[config.mk]
export PLATFORM = sky130hd
export DESIGN_NAME = bcd_2_bin
export DESIGN_NICKNAME = d
export VERILOG_FILES = /design/src/rtl/bcd_2_bin.sv
export SDC_FILE = /design/constraint.sdc
export NUM_CORES = 1
export LEC_CHECK = 0
export BUFFER_PORTS_ARGS = -buffer_cell sky130_fd_sc_hd__buf_2
export CORE_ASPECT_RATIO = 0.75
export CORE_MARGIN = 5
export CORE_UTILIZATION = 30
export DETAILED_ROUTE_END_ITERATION = 7
export HOLD_SLACK_MARGIN = 0.1
export SETUP_SLACK_MARGIN = 0.5
export SLEW_MARGIN = 20
export SYNTH_ARGS = -nofsm -noshare
export SYNTH_HDL_FRONTEND = slang
export SYNTH_SLANG_ARGS = --single-unit
export TNS_END_PERCENT = 50
[constraint.sdc]
create_clock -name clk_i -period 3.35 [get_ports clk_i]
set_clock_uncertainty 0.05 [all_clocks]
set_input_delay 0.67 -clock clk_i [delete_from_list [all_inputs] [get_ports clk_i]]
set_output_delay 0.67 -clock clk_i [all_outputs]
set_load 0.03 [all_outputs]
[src/rtl/bcd_2_bin.sv]
// Sequential BCD-to-binary converter using reverse double-dabble, one bit per cycle.
// Valid/ready handshake on both sides; saturates on overflow and flags non-decimal digits.
module bcd_2_bin #(
  parameter int BIN_WIDTH = 8,
  parameter int BCD_WIDTH = 3
) (
  input  logic                       clk_i,
  input  logic                       rst_i,
  input  logic                       valid_i,
  output logic                       ready_o,
  input  logic [BCD_WIDTH-1:0][3:0]  bcd_i,
  output logic                       valid_o,
  input  logic                       ready_i,
  output logic [BIN_WIDTH-1:0]       bin_o,
  output logic                       err_digit_o,
  output logic                       ovf_o
);

  localparam int CNT_W = $clog2(BIN_WIDTH + 1);
  localparam int SH_W  = BCD_WIDTH * 4 + BIN_WIDTH;
  localparam logic [CNT_W-1:0] LAST_STEP = CNT_W'(BIN_WIDTH - 1);

  typedef enum logic [1:0] {
    IDLE = 2'd0,
    CONV = 2'd1,
    DONE = 2'd2
  } state_t;

  state_t                      state_q, state_d;
  logic [BCD_WIDTH-1:0][3:0]   bcd_q, bcd_d;
  logic [BCD_WIDTH-1:0][3:0]   bcd_shift, bcd_fix;
  logic [BIN_WIDTH-1:0]        bin_q, bin_d, bin_shift;
  logic [CNT_W-1:0]            cnt_q, cnt_d;
  logic                        err_q, err_d;
  logic                        ovf_q, ovf_d;
  logic [BCD_WIDTH-1:0]        digit_bad;
  logic                        any_bad;
  logic [SH_W-1:0]             shifted;

  // One right shift of the joint register: digit 0's LSB falls into the binary MSB.
  assign shifted   = {bcd_q, bin_q} >> 1;
  assign bcd_shift = shifted[SH_W-1:BIN_WIDTH];
  assign bin_shift = shifted[BIN_WIDTH-1:0];

  generate
    for (genvar gi = 0; gi < BCD_WIDTH; gi++) begin : g_digit
      assign digit_bad[gi] = (bcd_i[gi] > 4'd9);
      assign bcd_fix[gi]   = bcd_shift[gi][3] ? (bcd_shift[gi] - 4'd3) : bcd_shift[gi];
    end
  endgenerate

  assign any_bad = |digit_bad;

  always_ff @(posedge clk_i) begin
    if (rst_i) begin
      state_q <= IDLE;
      bcd_q   <= '0;
      bin_q   <= '0;
      cnt_q   <= '0;
      err_q   <= 1'b0;
      ovf_q   <= 1'b0;
    end else begin
      state_q <= state_d;
      bcd_q   <= bcd_d;
      bin_q   <= bin_d;
      cnt_q   <= cnt_d;
      err_q   <= err_d;
      ovf_q   <= ovf_d;
    end
  end

  always_comb begin
    state_d = state_q;
    bcd_d   = bcd_q;
    bin_d   = bin_q;
    cnt_d   = cnt_q;
    err_d   = err_q;
    ovf_d   = ovf_q;
    case (state_q)
      IDLE: begin
        if (valid_i) begin
          bcd_d   = bcd_i;
          bin_d   = '0;
          cnt_d   = '0;
          err_d   = any_bad;
          ovf_d   = 1'b0;
          state_d = CONV;
        end
      end
      CONV: begin
        bcd_d = bcd_fix;
        bin_d = bin_shift;
        cnt_d = cnt_q + 1'b1;
        if (cnt_q == LAST_STEP) begin
          // Any decimal weight left after all bits are extracted means the value didn't fit.
          ovf_d   = |bcd_fix;
          state_d = DONE;
        end
      end
      DONE: begin
        if (ready_i) begin
          state_d = IDLE;
        end
      end
      default: state_d = IDLE;
    endcase
  end

  assign ready_o = (state_q == IDLE);
  assign valid_o = (state_q == DONE);

  always_comb begin
    bin_o       = '0;
    err_digit_o = 1'b0;
    ovf_o       = 1'b0;
    if (state_q == DONE) begin
      if (err_q) begin
        err_digit_o = 1'b1;
      end else if (ovf_q) begin
        bin_o = '1;
        ovf_o = 1'b1;
      end else begin
        bin_o = bin_q;
      end
    end
  end

endmodule

==> results of run 1 <==
[path summary, 6_finish.rpt]
check,to,slack (ns)
max,ovf_o,0.85
min,bin_q[7],0.41
max reg2reg,bcd_q[4],1.51
min reg2reg,bin_q[7],0.41
[synthesized netlist by cell type, drive strengths merged (2+ instances only)]
| master | instances | share of area, % |
|---|---|---|
| o21ai | 7 | 2.5 |
| xnor2 | 4 | 2.5 |
| nor4 | 2 | 0.89 |
| nor2 | 23 | 6.3 |
| a221oi | 4 | 2.5 |
| nor3 | 2 | 0.71 |
| and2 | 3 | 1.3 |
| nor2b | 2 | 0.89 |
| a311oi | 5 | 3.6 |
| clkbuf | 4 | 1.2 |
| nand2 | 24 | 6.4 |
| ha | 3 | 2.7 |
| o21a | 8 | 4.3 |
| a211oi | 3 | 2.0 |
| nand3 | 13 | 4.6 |
| a21oi | 16 | 6.0 |
| nand2b | 3 | 1.3 |
| dfxtp | 28 | 40 |
| mux2i | 2 | 1.4 |
| buf | 8 | 3.7 |
[registers in the layout (all words and copies together), names as in the netlist]
register,count
bcd_q,9
bin_q,8
cnt_q,4
ovf_q,1
state_q,2
err_q,1
bcd_fix,3
[per-stage QoR]
| stage | utilization [%] | hold WS (ns) | power [mW] | area, um2 |
|---|---|---|---|---|
| 2_1_floorplan | - | 0.382 | 0.443 | 1400 |
| 3_5_place_dp | 34.6 | 0.407 | 0.470 | 1560 |
| 6_report | 36.2 | 0.412 | 0.729 | 1630 |
| 5_1_grt | 36.2 | 0.457 | 0.766 | 1630 |
| 4_1_cts | 36.2 | 0.422 | 0.738 | 1630 |
| 3_3_place_gp | 34.6 | 0.402 | 0.470 | 1560 |
[logic make-up after synthesis]
kind of cell / count (synthesis)
and+or+nand+nor: 78
muxes: 2
xor gates and xnor gates: 4
DFF: 28
AOI/OAI and AO/OA: 45
buffers and inverters: 13
adders and majority gates: 3
[metal layers]
metal	wire (um)	share of wire, %	vias up
met2	1460	44	22
li1	-	-	652
met4	46	1.4	0
met1	1690	51	581
met5	0	0	-
met3	92	2.8	4
[area by class of cell]
type	count	area share, %
multi-input cells	132	47.3
flip-flops and latches	28	34.4
repair buffers	29	9.22
well taps	57	4.38
clock buffers	3	2.54
clock inverters	1	1.84
inverters	1	0.231
[report_power, final]
part / internal [mW] / switching (mW)
clock: 0.160 / 0.107
combinational: 0.0391 / 0.0578
sequential: 0.348 / 0.0178
total: 0.547 / 0.182
[cell usage in the layout, fill, tap and decap left out, drive strengths merged]
master,synthesis,layout
xnor2,4,4
nand4b,1,1
a22oi,1,1
o21a,8,8
nand2b,3,3
a31oi,1,1
bufinv,0,1
nand2,24,24
nand3,13,13
nor3,2,2
mux2i,2,2
o21ai,7,7
nand3b,1,1
nor3b,1,1
a211oi,3,3
a221oi,4,4
dfxtp,28,28
a21oi,16,16
inv,1,1
a311oi,5,5
and2b,1,1
nor4,2,2
ha,3,3
nor2b,2,2
nand4,1,1
and2,3,3
and4b,1,1
buf,8,29
clkbuf,4,3
nor2,23,23
[worst reg2reg max path: stages, from the launching register on]
cell                       delay (ns)
sky130_fd_sc_hd__dfxtp_1         0.44
sky130_fd_sc_hd__nand2b_1        0.80
sky130_fd_sc_hd__nor2_1          0.12
sky130_fd_sc_hd__a221oi_1        0.25
sky130_fd_sc_hd__nor2_1          0.06
==> impl_metrics.ini, run 1 <==
[power_and_ir_drop]
power_per_cell_area_nw_per_um2 = 448
static-leakage-power_nw = 0.630
ir_drop_mv = 0.222

[drt]
route.detailed.drc = 0
postRouteWirelength_um = 3290
wl_per_cell_um = 13.1
viasPerCell = 5.02
drt.antenna.violating_nets = 0
dr_total_vias = 1259
detailedRoute.firstPassIterationCount = 4
first_iter_violations = 89

[global_routing]
antenna_violations_before_repair = 0
global_route.usage.met2_pct = 16.6
first_global_vias = 1151
grt-busiest-layer = met2
grt_use_total_pct = 11.2
pin_count_of_the_biggest_net_entering_global_routing = 29
grt_util_met3_pct = 2.85
grt_overflow = 0
use_met1_pct = 15.6
grt_pass1_wl_um = 5570

[place]
hpwl_um = 2380
final_estimated_routing_congestion_in_global_placement = 0.709
post-place-ws_ns = 1.16
placed_cells = 247
io_buffers = 27

[yosys]
synth_compound_gate_area_share_pct = 21.8
synthesis.area_per_instance_um2 = 8.11
synth_top_family_by_area = simple AND/OR/NAND/NOR gates
synth-seq-area-share_pct = 40.0
syn-num-nets = 192
synthSimpleGateAreaFrac_pct = 26.6
synthFlopType = sky130_fd_sc_hd__dfxtp_1
postSynthRegisterBits = 28
synthAdderAreaFrac_pct = 2.68
netlist_area_um2 = 1400
post_synth_xor_area_fraction_pct = 2.50
yosysWarnings = 0
yosysUniqueCellTypes = 37
number_of_flops_mapped_to_enable_cells_by_yosys = 0
synth.area.mux_share_pct = 1.43
synth_cells = 173
synth_async_sr_flop_share_pct = 0

[floorplanning]
boundaryPins = 28
die_y_um = 69.2
initial_core_utilization_pct = 31.2
design.die.area_um2 = 6160
core_footprint_um2 = 4490
die_x_um = 89.0
fp-row-count = 21

[timing]
slew_headroom_pct = 33.8
achievable-frequency_ghz = 0.400
final-hold-violation-count = 0
post_route_setup_slack_ns = 0.851
report.final.setup_viol = 0
layout_worst_path_cycle_share_pct = 74.6
grt_setup_unrepaired = no
report.final.slew_viol_count = 0
setup-tns-final_ns = 0
timing_worst_slew_pin_value_ns = 0.994
period_needed_ns = 2.50

[clock_tree]
cts_max_level = 1
clk-insertion-delay-late_ns = 0.28
post_cts_buffers = 0
ctsLongestPathBuffers = 2
number_of_buffers_inserted_during_clock_tree_synthesis = 3
tritoncts = yes
clockRootBuffer = sky130_fd_sc_hd__clkbuf_8
resize_count_post_cts = 0
cts_num_sinks = 28
clkTransAtPathRegs_ns = 0.10
cts_hold_buf = 0

[hold_path]
worst_hold_path.num_cells = 2
worst_hold_startpoint = bcd_q[0]
type_of_the_most_critical_hold_path = reg2reg

[critical_path]
cp_top_family = simple AND/OR/NAND/NOR gates
path_cells = and2b_1 > nor2b_1 > and2_1 > buf_2
timing.rr.start = state_q[1]
r2r_cells = 4
crit_required_ns = 2.63
critical_path_buf_inv_count = 1
critPathMaxStageDelay_ns = 0.48
critical_path_cell_count = 4
category_of_the_most_critical_setup_path = reg2out
max_fanout_on_critical_path = 9
cp-end-kind = output port
timing.critical_path.slowest_stage_cell = sky130_fd_sc_hd__nor2b_1
worst_setup_path_start_kind = flip-flop
cp-startpoint = state_q[0]
cp.arrival_ns = 1.78

[final_layout]
seqCellArea_um2 = 561
nNetsFinal = 214
final_cells = 251
filler_cell_count = 470
antennaDiodeCount = 0
syn2layout_area_growth_pct = 16.1
multi_input_area_um2 = 771
drive_above_1_share_pct = 20.1

[job]
max_cap_violations = 0

[status]
status = finished, final reports clean
(Power assumes the default switching activity.)
==> inputs of run 2 (changes only) <==
- clock period: 3.35 -> 2 ns (I/O delays scaled with it)
==> impl_metrics.ini, run 2 (same netlist as run 1, synthesis figures left out) <==
[job]
max_cap_violations = 0

[critical_path]
r2r_cells = 8
timing.rr.start = state_q[0]
timing.reg2reg.setup_slack_ns = 0.45
crit_required_ns = 1.55
cp-end-kind = output port
category_of_the_most_critical_setup_path = reg2out
cp-startpoint = state_q[0]
crit-reg2reg-capture = bcd_q[1]
cp.arrival_ns = 1.43
max_fanout_on_critical_path = 5
worst_setup_path_start_kind = flip-flop

[drt]
detailedRoute.firstPassIterationCount = 4
route.detailed.drc = 0
dr_total_vias = 1361
postRouteWirelength_um = 3900
wl_per_cell_um = 14.4
first_iter_violations = 65
drt.antenna.violating_nets = 0
viasPerCell = 5.00

[final_layout]
drive_above_1_share_pct = 38.6
registers.top_by_ff_count = bcd_q
layout.cells.most_common = sky130_fd_sc_hd__nand2_1
antennaDiodeCount = 0
multi_input_area_um2 = 891
number_of_flip_flops_under_the_largest_register_name = 9
seqCellArea_um2 = 578
top_library_cells_by_usage_in_the_layout_fill_and_taps_aside = 23 x sky130_fd_sc_hd__nand2_1, 22 x sky130_fd_sc_hd__dfxtp_1, 21 x sky130_fd_sc_hd__nor2_1
syn2layout_area_growth_pct = 42.0
filler_cell_count = 428
nNetsFinal = 236
layout_top_registers = bcd_q (9), bin_q (8), cnt_q (4)

[hold_path]
type_of_the_most_critical_hold_path = in2reg
hold_crit_endpoint = bcd_q[0]
worst_hold_path.num_cells = 3
worst_hold_startpoint = bcd_i[0]

[clock_tree]
number_of_buffers_inserted_during_clock_tree_synthesis = 3
ctsLongestPathBuffers = 2
clockRootBuffer = sky130_fd_sc_hd__clkbuf_8
clk-insertion-delay-late_ns = 0.27
cts_num_sinks = 28
cts_hold_buf = 0
clkTransAtPathRegs_ns = 0.09
cts_max_level = 1
tritoncts = yes

[timing]
grt_setup_unrepaired = yes
holdWs_ns = 0.318
setup-tns-final_ns = 0
report.final.slew_viol_count = 0
layout_worst_path_cycle_share_pct = 93.8
timing_worst_slew_pin_value_ns = 0.551
slew_headroom_pct = 63.3
period_needed_ns = 1.88
report.final.setup_viol = 0
final-hold-violation-count = 0
achievable-frequency_ghz = 0.533

[power_and_ir_drop]
ir_drop_mv = 0.315
power.total_mw = 1.14
static-leakage-power_nw = 0.760
power_per_cell_area_nw_per_um2 = 571

[place]
hpwl_um = 2490
io_buffers = 27
final_estimated_routing_congestion_in_global_placement = 0.740

[global_routing]
pin_count_of_the_biggest_net_entering_global_routing = 29
first_global_vias = 1203
grt_pass1_wl_um = 5960
antenna_violations_before_repair = 0
grt_overflow = 0
grt_use_total_pct = 12.0

[floorplanning]
fp-row-count = 21
initial_core_utilization_pct = 31.2
core_footprint_um2 = 4490
die_x_um = 89.0
design.die.area_um2 = 6160
boundaryPins = 28
die_y_um = 69.2

[status]
status = finished, final reports clean
## run 2: final cells by class
class	count	share of cell area, %
Multi-Input combinational cell	132	44.7
Sequential cell	28	29.0
Timing Repair Buffer	51	20.4
Tap cell	57	3.58
Clock buffer	3	2.07
Inverter	1	0.188
## run 2: report_power, final
group / switching [mW] / internal (mW) / total (mW)
Sequential: 0.0310 / 0.582 / 0.613
Combinational: 0.113 / 0.102 / 0.215
Clock: 0.175 / 0.135 / 0.310
Total: 0.319 / 0.819 / 1.14
## run 2: how the worst max path moves through the flow
stage	endpoint	cells after the start	slack, ns
final	ovf_o	5	0.12
after global routing	ovf_o	5	0.08
after CTS	ovf_o	5	0.13
after detailed placement	ovf_o	5	0.26
after global placement	ovf_o	5	0.28
after floorplan	ovf_o	4	0.39
## run 2: repair_timing
action                                  4_1_cts  5_1_grt
gates cloned                                  1        1
setup buffers                                 2       14
hold endpoints to repair                      0        0
resized for setup                            23       30
endpoints found under the setup margin       12       28
pin swaps                                     0        3
## run 2: worst max-delay path, stage by stage (launching register included)
cell and delay [ns]:
sky130_fd_sc_hd__dfxtp_4 0.35, sky130_fd_sc_hd__and2b_4 0.24, sky130_fd_sc_hd__nor2b_4 0.16, sky130_fd_sc_hd__buf_6 0.13, sky130_fd_sc_hd__and2_4 0.14, sky130_fd_sc_hd__buf_6 0.12
## run 2: stage by stage
stage	utilization (%)	worst slack (ns)	instance area [um2]	cells
after CTS	39.6	0.129	1780	257
after global placement	36.8	0.281	1650	251
final	44.3	0.124	1990	272
after global routing	44.3	0.0752	1990	272
after detailed placement	36.8	0.265	1650	251
after floorplan	-	0.387	1470	173
## run 2: per-layer routing
metal  vias to the layer above  GRT usage (%)  share of wire, %  routed length, um
li1                        695              -                 -                  -
met1                       646           17.5                49               1920
met2                        18           18.2                47               1850
met3                         2           3.44               3.1                121
met4                         0           1.49              0.31                 12
met5                         -              0                 0                  0
